===== src/rtl/hilo_unit.sv =====
// HI/LO register file with multi-cycle multiply/divide sequencing.
// Optional HILO_BYPASS_EN: same-cycle write-through of mthi/mtlo and commit data.
module hilo_unit #(
    parameter int unsigned MD_LATENCY = 33
) (
    input  logic        clk,
    input  logic        rst,
    input  logic        mult,
    input  logic        multu,
    input  logic        div,
    input  logic        divu,
    input  logic        mthi,
    input  logic        mtlo,
    input  logic [31:0] rs_data,
    input  logic [31:0] rt_data,
    input  logic [31:0] md_hi,
    input  logic [31:0] md_lo,
    output logic [31:0] md_a,
    output logic [31:0] md_b,
    output logic        md_mult,
    output logic        md_multu,
    output logic        md_div,
    output logic        md_divu,
    output logic [31:0] hi,
    output logic [31:0] lo,
    output logic        stall,
    output logic        dz
);

    typedef enum logic [1:0] {
        IDLE = 2'd0,
        BUSY = 2'd1,
        DONE = 2'd2
    } state_e;

    localparam logic [5:0] CNT_INIT = 6'(MD_LATENCY - 1);

    state_e      state_q;
    logic [5:0]  cnt_q;
    logic [31:0] hi_q, lo_q;
    logic [31:0] a_q, b_q;
    logic [3:0]  op_q;
    logic        divz_q;
    logic        dz_q;

    logic        start;
    logic [3:0]  op_d;
    logic        divz_d;
    logic        busy;
    logic        commit;

    assign start  = mult | multu | div | divu;
    assign busy   = (state_q == BUSY);
    assign commit = busy && (cnt_q == 6'd0);

    // op_d = {mult, multu, div, divu}, one-hot by priority
    always_comb begin
        op_d = 4'b0000;
        if (mult)       op_d = 4'b1000;
        else if (multu) op_d = 4'b0100;
        else if (div)   op_d = 4'b0010;
        else if (divu)  op_d = 4'b0001;
    end

    assign divz_d = (op_d[1] | op_d[0]) && (rt_data == 32'd0);

    always_ff @(posedge clk) begin
        if (rst) begin
            state_q <= IDLE;
            cnt_q   <= 6'd0;
            hi_q    <= 32'd0;
            lo_q    <= 32'd0;
            a_q     <= 32'd0;
            b_q     <= 32'd0;
            op_q    <= 4'b0000;
            divz_q  <= 1'b0;
            dz_q    <= 1'b0;
        end else begin
            dz_q <= 1'b0;
            unique case (state_q)
                IDLE: begin
                    if (start) begin
                        a_q     <= rs_data;
                        b_q     <= rt_data;
                        op_q    <= op_d;
                        divz_q  <= divz_d;
                        cnt_q   <= CNT_INIT;
                        dz_q    <= divz_d && (CNT_INIT == 6'd0);
                        state_q <= BUSY;
                    end else begin
                        if (mthi) hi_q <= rs_data;
                        if (mtlo) lo_q <= rs_data;
                    end
                end
                BUSY: begin
                    if (cnt_q == 6'd0) begin
                        if (!divz_q) begin
                            hi_q <= md_hi;
                            lo_q <= md_lo;
                        end
                        state_q <= DONE;
                    end else begin
                        cnt_q <= cnt_q - 6'd1;
                        // dz lands on the commit cycle, i.e. when cnt reaches 0
                        dz_q  <= divz_q && (cnt_q == 6'd1);
                    end
                end
                DONE: begin
                    state_q <= IDLE;
                end
                default: begin
                    state_q <= IDLE;
                end
            endcase
        end
    end

    assign stall    = busy || ((state_q == IDLE) && start);
    assign dz       = dz_q;
    assign md_a     = a_q;
    assign md_b     = b_q;
    assign md_mult  = busy & op_q[3];
    assign md_multu = busy & op_q[2];
    assign md_div   = busy & op_q[1];
    assign md_divu  = busy & op_q[0];

`ifdef HILO_BYPASS_EN
    always_comb begin
        hi = hi_q;
        lo = lo_q;
        if ((state_q == IDLE) && !start) begin
            if (mthi) hi = rs_data;
            if (mtlo) lo = rs_data;
        end else if (commit && !divz_q) begin
            hi = md_hi;
            lo = md_lo;
        end
    end
`else
    logic unused_commit;
    assign unused_commit = commit;
    assign hi = hi_q;
    assign lo = lo_q;
`endif

endmodule


===== config.mk =====
export PLATFORM = sky130hd
export DESIGN_NAME = hilo_unit
export DESIGN_NICKNAME = d
export VERILOG_FILES = /design/src/rtl/hilo_unit.sv
export SDC_FILE = /design/constraint.sdc
export NUM_CORES = 1
export LEC_CHECK = 0
export ABC_AREA = 1
export CAP_MARGIN = 25
export CORE_MARGIN = 5
export CORE_UTILIZATION = 30
export CTS_BUF_LIST = sky130_fd_sc_hd__clkbuf_4
export CTS_CLUSTER_SIZE = 16
export DETAILED_ROUTE_END_ITERATION = 6
export PLACE_DENSITY_LB_ADDON = 0.25
export SLEW_MARGIN = 10
export SYNTH_ARGS = -nofsm -noshare
export SYNTH_HDL_FRONTEND = slang
export SYNTH_SLANG_ARGS = --single-unit
export TNS_END_PERCENT = 10

===== constraint.sdc =====
create_clock -name clk -period 1.3 [get_ports clk]
set_input_delay 0.195 -clock clk [delete_from_list [all_inputs] [get_ports clk]]
set_output_delay 0.195 -clock clk [all_outputs]
set_load 0.1 [all_outputs]

==> flow_metrics.tcl <==
set metrics [dict create \
    clk_pin_slew_ns 0.13 \
    synthAdderAreaFrac 0.00580 \
    synth_cells 990 \
    die-area_mm2 0.0246 \
    placed_area_mm2 0.0115 \
    track_usage 0.202 \
    io_buffers 269 \
    grt_pass1_wl_um 38900 \
    pin_count 270 \
    cp.arrival_ns 1.58 \
    antenna_found_initial 2 \
    final_common_cell "nand2_1" \
    synth_top_family_by_area "simple AND/OR/NAND/NOR gates" \
    drc 0 \
    fillers 1803 \
    die-height_um 157 \
    crit_path_end_kind "primary output" \
    status "finished with violations" \
    cp-start-kind "flip-flop" \
    die_x_um 157 \
    drive_above_1_share 0.381 \
    hold_viol_final 0 \
    synth_compound_area_frac 0.0864 \
    wl_um 26300 \
    dp_hpwl_um 18100 \
    first_iter_violations 485 \
    ys_seq_area_frac 0.439 \
    finalMaxSlewViolations 0 \
    use_met1 0.252 \
    crit_fanout 7 \
    setup_slack_ns -0.470 \
    multi_input_area_mm2 0.00330 \
    synth_xor_area_frac 0.00271 \
    fin_skew_ns 0.0181 \
    nets 1477 \
    initial_core_util 0.306 \
    rsz0062_at_grt "yes" \
    num_vias 7429 \
    insertion_delay_ns 0.56 \
    htree_levels 4 \
    cts_buffers 17 \
    met2_usage 0.340 \
    cts.sinks 142 \
    hold_class "in -> reg" \
    fin_crit_sh 1.36 \
    violations "setup timing" \
    regArea_mm2 0.00302 \
    setup_viol 149 \
    grt_start_max_net_pins 48 \
    max_slew_margin 0.802 \
    r2r_slack_ns -0.43 \
    final.min_clock_period_ns 1.77 \
    grt_use_met3 0.0616 \
    drt_first_pass_iters 6 \
    synth-simple-area-share 0.355 \
    ys_ff_latch 142 \
    wire_per_inst_um 16.2 \
    clock.fmax_mhz 565 \
    final_cell_mix "232 x nand2_1, 209 x nor2_1, 160 x buf_12, 135 x clkdlybuf4s50_1, 124 x dfxtp_2" \
    tns_ns -26.46 \
    cp_data_required_time_ns 1.11 \
    yosysWarnings 0 \
    syn_nets 1129 \
    root_buffer "clkbuf_4" \
    core_region_area_mm2 0.0212 \
    rows 53 \
    syn_avg_cell_area_um2 6.54 \
    synth.distinct_cells 28 \
    synthMuxAreaShare 0 \
    worstSetupPathType "reg -> out" \
    cts_tree "built" \
    stdcell_area_mm2 0.0131 \
    antenna_left 0 \
    gr-total-overflow 0 \
    syn_to_final_growth_pct 102 \
    maxCapViolCount 0 \
    vias_per_cell 4.57 \
    cts_max_path_buffers 2 \
    gp_congestion 0.856 \
    grt-busiest-layer "met2" \
    worst_slew_pin_slew_ns 0.295 \
    synth_area_mm2 0.00647 \
    first_global_vias 7229 \
]
[layout make-up]
type	instances	area share
timing repair buffer	387	0.431
multi-input combinational	681	0.252
sequential	142	0.232
inverter	109	0.0329
tap	275	0.0263
clock inverter	13	0.0146
clock buffer	18	0.0103
antenna	2	0.000383
[synthesized netlist by cell type]
library cell | count | area [um^2]
nand2_1 | 251 | 942
nor2_1 | 221 | 830
dfxtp_1 | 142 | 2840
inv_1 | 103 | 387
nand3_1 | 73 | 365
o21ai_1 | 38 | 190
a21oi_1 | 35 | 175
buf_2 | 29 | 145
o21ai_0 | 29 | 145
clkbuf_1 | 15 | 56.3
nand4_1 | 9 | 56.3
buf_4 | 6 | 45.0
inv_2 | 5 | 18.8
buf_1 | 4 | 15.0
buf_6 | 4 | 45.0
nand2_2 | 4 | 25.0
nor2_2 | 4 | 25.0
ha_1 | 3 | 37.5
nor3_1 | 3 | 15.0
a21oi_2 | 2 | 17.5
nand3_2 | 2 | 20.0
nor2_4 | 2 | 22.5
a21oi_4 | 1 | 16.3
clkinv_1 | 1 | 3.75
o211ai_1 | 1 | 7.51
o31ai_1 | 1 | 7.51
xnor2_1 | 1 | 8.76
xor2_1 | 1 | 8.76
[kinds of logic after synthesis]
logic type      count (synthesis)
compound gates                107
buf+inv                       167
simple gates                  569
fa+ha+maj                       3
xor+xnor                        2
flops                         142
[layer usage]
layer	wire [um]	share of wire
met5	0	0
met4	482	0.018
met3	1990	0.076
met2	12900	0.49
met1	10900	0.41
[path summary, 6_finish.rpt]
check	from	end	cells after the start
worst max-delay path	state_q[1]$_SDFFE_PP0P_	md_divu	6
worst min-delay path	rt_data[8]	md_b[8]$_SDFFE_PP0P_	3
worst max register to register	state_q[1]$_SDFFE_PP0P_	hi[30]$_SDFFE_PP0P_	14
worst min register to register	op_q[1]$_SDFFE_PP0P_	op_q[1]$_SDFFE_PP0P_	2
[stage by stage]
stage               hold slack (ns)  utilization  setup WS [ns]  cells
floorplan                     0.299            -        -0.0498    990
global placement              0.452        0.542         -0.485   1551
detailed placement            0.458        0.542         -0.523   1551
CTS                           0.131        0.594         -0.518   1611
global route                  0.127        0.617         -0.578   1626
finish                        0.178        0.617         -0.470   1627
[critical path, cell delays in order, from the launching register on]
cell and delay [ns]:
dfxtp_2 0.36, inv_2 0.07, nand2_4 0.05, buf_6 0.12
buf_12 0.14, nor2_4 0.11, buf_12 0.18
[state kept, by name (all words and copies together) (netlist names)]
signal,flops
divz_q,1
state_q,2
dz,1
op_q,4
hi,32
md_b,32
lo,32
md_a,32
cnt_q,6
[repair_timing]
action,in CTS,in global routing
pin swaps,45,48
gates resized for setup,188,85
endpoints found under the setup margin,227,247
hold buffers,0,0
buffers inserted,20,10
cloned,10,6
Power is left out: the tool's default activity adds up to more than one toggle a clock period on the data nets, which glitch-free logic cannot reach.
